`src/rtl/pipeline_hazard_ctrl.sv`:
```
// Stall/flush scheduler for the five pipeline registers: load-use, MEM-stage mispredict
// flushes and multi-cycle LSU waits with timeout abort, plus stall/flush perf counters.
module pipeline_hazard_ctrl #(
    parameter int unsigned MEM_TIMEOUT = 255
) (
    input  logic        i_clk,
    input  logic        i_reset,
    input  logic [4:0]  i_id_rs1_addr,
    input  logic [4:0]  i_id_rs2_addr,
    input  logic        i_id_rs1_used,
    input  logic        i_id_rs2_used,
    input  logic [4:0]  i_ex_rd_addr,
    input  logic        i_ex_mem_rden,
    input  logic        i_mem_mispred,
    input  logic        i_mem_req,
    input  logic        i_mem_ack,
    input  logic        i_clr_cnt,
    output logic        o_pc_stall,
    output logic        o_ifid_stall,
    output logic        o_ifid_flush,
    output logic        o_idex_stall,
    output logic        o_idex_flush,
    output logic        o_exmem_stall,
    output logic        o_exmem_flush,
    output logic        o_memwb_flush,
    output logic [1:0]  o_state,
    output logic        o_mem_timeout,
    output logic [31:0] o_stall_cnt,
    output logic [15:0] o_flush_cnt
);

    typedef enum logic [1:0] {
        RUN      = 2'b00,
        MEM_WAIT = 2'b01
    } state_t;

    localparam logic [15:0] TIMEOUT_VAL = 16'(MEM_TIMEOUT);

    state_t      state_q, state_d;
    logic [15:0] wait_cnt_q, wait_cnt_d;
    logic        timeout_q, timeout_d;
    logic [31:0] stall_cnt_q, stall_cnt_d;
    logic [15:0] flush_cnt_q, flush_cnt_d;

    logic memwait;
    logic ldu;
    logic use_run_rules;
    logic flush_apply;
    logic pc_stall_c, ifid_stall_c, ifid_flush_c, idex_stall_c, idex_flush_c;
    logic exmem_stall_c, exmem_flush_c, memwb_flush_c;

    assign memwait = i_mem_req & ~i_mem_ack;
    assign ldu     = i_ex_mem_rden & (i_ex_rd_addr != 5'd0)
                   & ((i_id_rs1_used & (i_id_rs1_addr == i_ex_rd_addr))
                    | (i_id_rs2_used & (i_id_rs2_addr == i_ex_rd_addr)));

    always_comb begin
        state_d       = state_q;
        wait_cnt_d    = wait_cnt_q;
        timeout_d     = timeout_q;
        use_run_rules = 1'b0;
        flush_apply   = 1'b0;
        pc_stall_c    = 1'b0;
        ifid_stall_c  = 1'b0;
        ifid_flush_c  = 1'b0;
        idex_stall_c  = 1'b0;
        idex_flush_c  = 1'b0;
        exmem_stall_c = 1'b0;
        exmem_flush_c = 1'b0;
        memwb_flush_c = 1'b0;

        case (state_q)
            RUN: begin
                if (memwait) begin
                    pc_stall_c    = 1'b1;
                    ifid_stall_c  = 1'b1;
                    idex_stall_c  = 1'b1;
                    exmem_stall_c = 1'b1;
                    memwb_flush_c = 1'b1;
                    state_d       = MEM_WAIT;
                    wait_cnt_d    = 16'd1;
                end else begin
                    use_run_rules = 1'b1;
                end
            end
            MEM_WAIT: begin
                if (!memwait) begin
                    // Access completed (or request withdrawn): behave as RUN this cycle.
                    use_run_rules = 1'b1;
                    state_d       = RUN;
                    wait_cnt_d    = 16'd0;
                end else if (wait_cnt_q >= TIMEOUT_VAL) begin
                    // Drop the stuck access: bubble EX_MEM and MEM_WB, hold the front end.
                    pc_stall_c    = 1'b1;
                    ifid_stall_c  = 1'b1;
                    idex_stall_c  = 1'b1;
                    exmem_flush_c = 1'b1;
                    memwb_flush_c = 1'b1;
                    timeout_d     = 1'b1;
                    state_d       = RUN;
                    wait_cnt_d    = 16'd0;
                end else begin
                    pc_stall_c    = 1'b1;
                    ifid_stall_c  = 1'b1;
                    idex_stall_c  = 1'b1;
                    exmem_stall_c = 1'b1;
                    memwb_flush_c = 1'b1;
                    wait_cnt_d    = wait_cnt_q + 16'd1;
                end
            end
            default: begin
                state_d    = RUN;
                wait_cnt_d = 16'd0;
            end
        endcase

        if (use_run_rules) begin
            if (i_mem_mispred) begin
                ifid_flush_c  = 1'b1;
                idex_flush_c  = 1'b1;
                exmem_flush_c = 1'b1;
                flush_apply   = 1'b1;
            end else if (ldu) begin
                pc_stall_c   = 1'b1;
                ifid_stall_c = 1'b1;
                idex_flush_c = 1'b1;
            end
        end
    end

    assign o_pc_stall    = pc_stall_c    & ~i_reset;
    assign o_ifid_stall  = ifid_stall_c  & ~i_reset;
    assign o_ifid_flush  = ifid_flush_c  & ~i_reset;
    assign o_idex_stall  = idex_stall_c  & ~i_reset;
    assign o_idex_flush  = idex_flush_c  & ~i_reset;
    assign o_exmem_stall = exmem_stall_c & ~i_reset;
    assign o_exmem_flush = exmem_flush_c & ~i_reset;
    assign o_memwb_flush = memwb_flush_c & ~i_reset;

    always_comb begin
        stall_cnt_d = stall_cnt_q;
        flush_cnt_d = flush_cnt_q;
        if (i_clr_cnt) begin
            stall_cnt_d = 32'd0;
            flush_cnt_d = 16'd0;
        end else begin
            if (o_pc_stall && (stall_cnt_q != 32'hFFFF_FFFF)) begin
                stall_cnt_d = stall_cnt_q + 32'd1;
            end
            if (flush_apply && (flush_cnt_q != 16'hFFFF)) begin
                flush_cnt_d = flush_cnt_q + 16'd1;
            end
        end
    end

    always_ff @(posedge i_clk or posedge i_reset) begin
        if (i_reset) begin
            state_q     <= RUN;
            wait_cnt_q  <= 16'd0;
            timeout_q   <= 1'b0;
            stall_cnt_q <= 32'd0;
            flush_cnt_q <= 16'd0;
        end else begin
            state_q     <= state_d;
            wait_cnt_q  <= wait_cnt_d;
            timeout_q   <= timeout_d;
            stall_cnt_q <= stall_cnt_d;
            flush_cnt_q <= flush_cnt_d;
        end
    end

    assign o_state       = state_q;
    assign o_mem_timeout = timeout_q;
    assign o_stall_cnt   = stall_cnt_q;
    assign o_flush_cnt   = flush_cnt_q;

endmodule
```
`config.mk`:
```
export PLATFORM = sky130hd
export DESIGN_NAME = pipeline_hazard_ctrl
export DESIGN_NICKNAME = d
export VERILOG_FILES = /design/src/rtl/pipeline_hazard_ctrl.sv
export SDC_FILE = /design/constraint.sdc
export NUM_CORES = 1
export LEC_CHECK = 0
export ABC_AREA = 1
export BUFFER_PORTS_ARGS = -buffer_cell sky130_fd_sc_hd__buf_2
export CORE_ASPECT_RATIO = 0.6
export CORE_UTILIZATION = 45
export DETAILED_ROUTE_END_ITERATION = 12
export PLACE_DENSITY = 0.78
export SLEW_MARGIN = 40
export SYNTH_ARGS = -nofsm -noshare
export SYNTH_HDL_FRONTEND = slang
export SYNTH_SLANG_ARGS = --single-unit
```
`constraint.sdc`:
```
create_clock -name i_clk -period 3.45 [get_ports i_clk]
set_input_delay 0.69 -clock i_clk [delete_from_list [all_inputs] [get_ports i_clk]]
set_output_delay 0.69 -clock i_clk [all_outputs]
set_load 0.005 [all_outputs]
```
==> summary.txt <==
Critical path
  • Biggest cell delay along the critical path: 0.39 ns
  • Crit Path Max Fanout: 4
  • Worst Path Arrival: 2.14 ns
  • Type of the worst setup path: reg2out
  • Top delay family on crit path: simple AND/OR/NAND/NOR gates
  • Startpoint Class: flop
  • CP cell instances: ha_1, nand3_1, nor3_1, nand2_1, nor2_1, nor2_1, nor3_1, o21a_1, buf_2
  • Worst path required time: 2.76 ns
  • Cell depth of the worst setup path: 9
  • CP Capture Type: output pin
  • CP max stage cell: dfrtp_1
  • R2R cell count: 11
  • Worst Path Buf+Inv: 1

Placed design
  • GPL Wtd Cong: 0.957
  • Placed cell count: 850
  • Post-place setup slack: 0.740 ns
  • Dpl cell area: 4860 µm²
  • PortBufs: 81
  • Dpl hpwl: 8.80 mm

Timing
  • Final Slew Violations: 0
  • Tcrit/Tclk final: 82.0%
  • Hold Slack: 0.473 ns
  • Worst setup margin: 0.620 ns
  • Max Clock Skew: 0.00757 ns
  • Worst-margin pin slew: 0.694 ns
  • Setup TNS: 0 ns
  • RSZ-0062 raised after global routing: false
  • Fin. Hold Viols: 0
  • Fmax: 353 MHz
  • Final setup viols: 0
  • Slew headroom: 53.7%
  • Post-layout min period: 2.83 ns

Route
  • Via count: 4517
  • Drt total wl: 11.9 mm
  • Pre-Repair DR Iteration Count: 5
  • Final ANT Viol Nets: 0
  • DR DRC count: 0
  • DR WL/cell: 13.8 µm
  • Vias per cell: 5.22
  • Iteration-0 DRC count of the detailed router: 402

Yosys
  • Mean Syn Cell Area: 6.68 µm²
  • Post-synth EDFFs: 0
  • Largest family of logic cells by synthesized area: simple AND/OR/NAND/NOR gates
  • Post-Synth Adder-Cell Area: 0.854%
  • Distinct cells, synth: 30
  • Synthesized instance count: 658
  • Mapped Area: 4390 µm²
  • Yosys reg bits: 66
  • Post-Synth XOR/XNOR Area: 5.58%
  • Post-synthesis compound-gate area fraction: 3.87%
  • Predominant post-synthesis flop cell: dfrtp_1
  • Syn nets: 685
  • Async set-reset flop share out of synthesis: 100%
  • Sequential fraction of the synthesis area: 37.6%
  • Post-synthesis simple-gate area fraction: 40.6%
  • Syn. warnings: 0
  • Mux cell area share after synthesis: 0%

Final layout
  • Final core occ: 55.8%
  • Count of non-filler cells in the finished layout: 866
  • Commonest non-fill, non-tap cell in the layout: nand2_1
  • Design area: 5200 µm²
  • Layout Nets: 758
  • Area delta synth->final: 18.4%
  • Layout cells sized above 1: 15.9%
  • Commonest cells after routing, fill and taps aside: 192 x nand2_1, 93 x inv_1, 93 x nor2_1, 81 x buf_2, 66 x dfrtp_1
  • Antenna Cells: 0

Clock tree
  • TritonCTS Buffers: 9
  • H-Tree Depth: 3
  • # hold bufs at CTS: 0
  • CTS tree: built
  • Post-cts resize count: 0
  • Worst-case clock buffer depth: 2
  • Worst-path clk slew: 0.05 ns
  • CTS Root Cell: clkbuf_16
  • Postcts setup bufs: 0
  • Clock Latency Late Sink: 0.33 ns
  • Clock sinks: 66

Die
  • Width of the die: 130 µm
  • Die H: 78.5 µm
  • Full die area: 10200 µm²
  • Standard-cell rows: 27
  • Ports: 83
  • Initial core utilization: 47.1%
  • Core Box Area: 9320 µm²

Outcome
  • Status: complete, no violations

Global routing
  • GRT Total Usage: 25.3%
  • Number of global-route vias before repair: 4138
  • Antenna violations before repair: 0
  • First-pass GRT wire length: 20.2 mm
  • Overflow after GRT: 0
  • Pin count of the biggest net entering global routing: 67

Power and ir drop
  • Overall Power: 1.94 mW
  • Power per cell area: 373 nW/µm²
  • Worst VDD drop: 214 µV
  • Pleak: 2.78 nW

Min path
  • Tightest Hold Check Type: reg2reg
  • Hold depth: 1

Job
  • Maximum Capacitance Violations: 0
-- cell families (layout without fill, tap and decap cells) --
logic type | Yosys count | after routing
buffers and inverters | 122 | 200
XOR/XNOR | 28 | 28
AND/OR/NAND/NOR | 409 | 409
adder cells (fa/ha/maj) | 3 | 3
flip-flops | 66 | 66
AO/OA/AOI/OAI | 29 | 29
other | 1 | 1
-- state kept, by name, summed over array words and instances (netlist names) --
name           cells
o_mem_timeout      1
wait_cnt_q        16
o_stall_cnt       32
o_state            1
o_flush_cnt       16
-- power breakdown --
part	switching (mW)	internal, mW	total, mW
sequential	0.00863	0.782	0.791
clock	0.332	0.690	1.02
combinational	0.0908	0.0381	0.129
total	0.432	1.51	1.94
-- worst register-to-register path, delay by kind of cell, from the launching register on --
| family | cells | cell delay (ns) |
|---|---|---|
| DFF | 1 | 0.48 |
| and+or+nand+nor | 8 | 1.15 |
| buffers and inverters | 2 | 0.17 |
| adders and majority gates | 1 | 0.33 |
-- layer usage --
| metal | vias to the layer above | share of wire, % | global-route usage, % |
|---|---|---|---|
| li1 | 2230 | - | - |
| met1 | 2076 | 49 | 37.8 |
| met2 | 197 | 41 | 36.4 |
| met3 | 14 | 8.4 | 5.93 |
| met4 | 0 | 1.1 | 6.16 |
| met5 | - | 0 | 0 |
-- cells in the mapped netlist (8+ instances only) --
| library cell | n | area [µm²] |
|---|---|---|
| clkbuf_1 | 8 | 30.0 |
| dfrtp_1 | 66 | 1650 |
| inv_1 | 95 | 357 |
| nand2_1 | 192 | 721 |
| nand3_1 | 64 | 320 |
| nand4_1 | 40 | 250 |
| nor2_1 | 93 | 349 |
| nor3_1 | 10 | 50.1 |
| o21ai_0 | 9 | 45.0 |
| xnor2_1 | 13 | 114 |
| xor2_1 | 15 | 131 |
-- path summary, 6_finish.rpt --
check,slack (ns),to,startpoint
setup / recovery,0.62,o_exmem_flush,wait_cnt_q[0]
hold / removal,0.47,o_mem_timeout,o_mem_timeout
setup reg to reg,1.27,o_stall_cnt[29],o_stall_cnt[0]
hold reg to reg,0.47,o_mem_timeout,o_mem_timeout
max in group asynchronous,2.48,o_stall_cnt[24],i_reset
min in group asynchronous,0.56,o_flush_cnt[15],i_reset
-- area by class of cell --
type | instances | area, µm²
clock buffer | 12 | 267
clock inverter | 4 | 72.6
fill | 882 | 4120
inverter | 99 | 372
multi-input combinational | 470 | 2240
sequential | 66 | 1650
tap | 130 | 163
timing repair buffer | 85 | 439
Power figures use the tool's default switching activity.
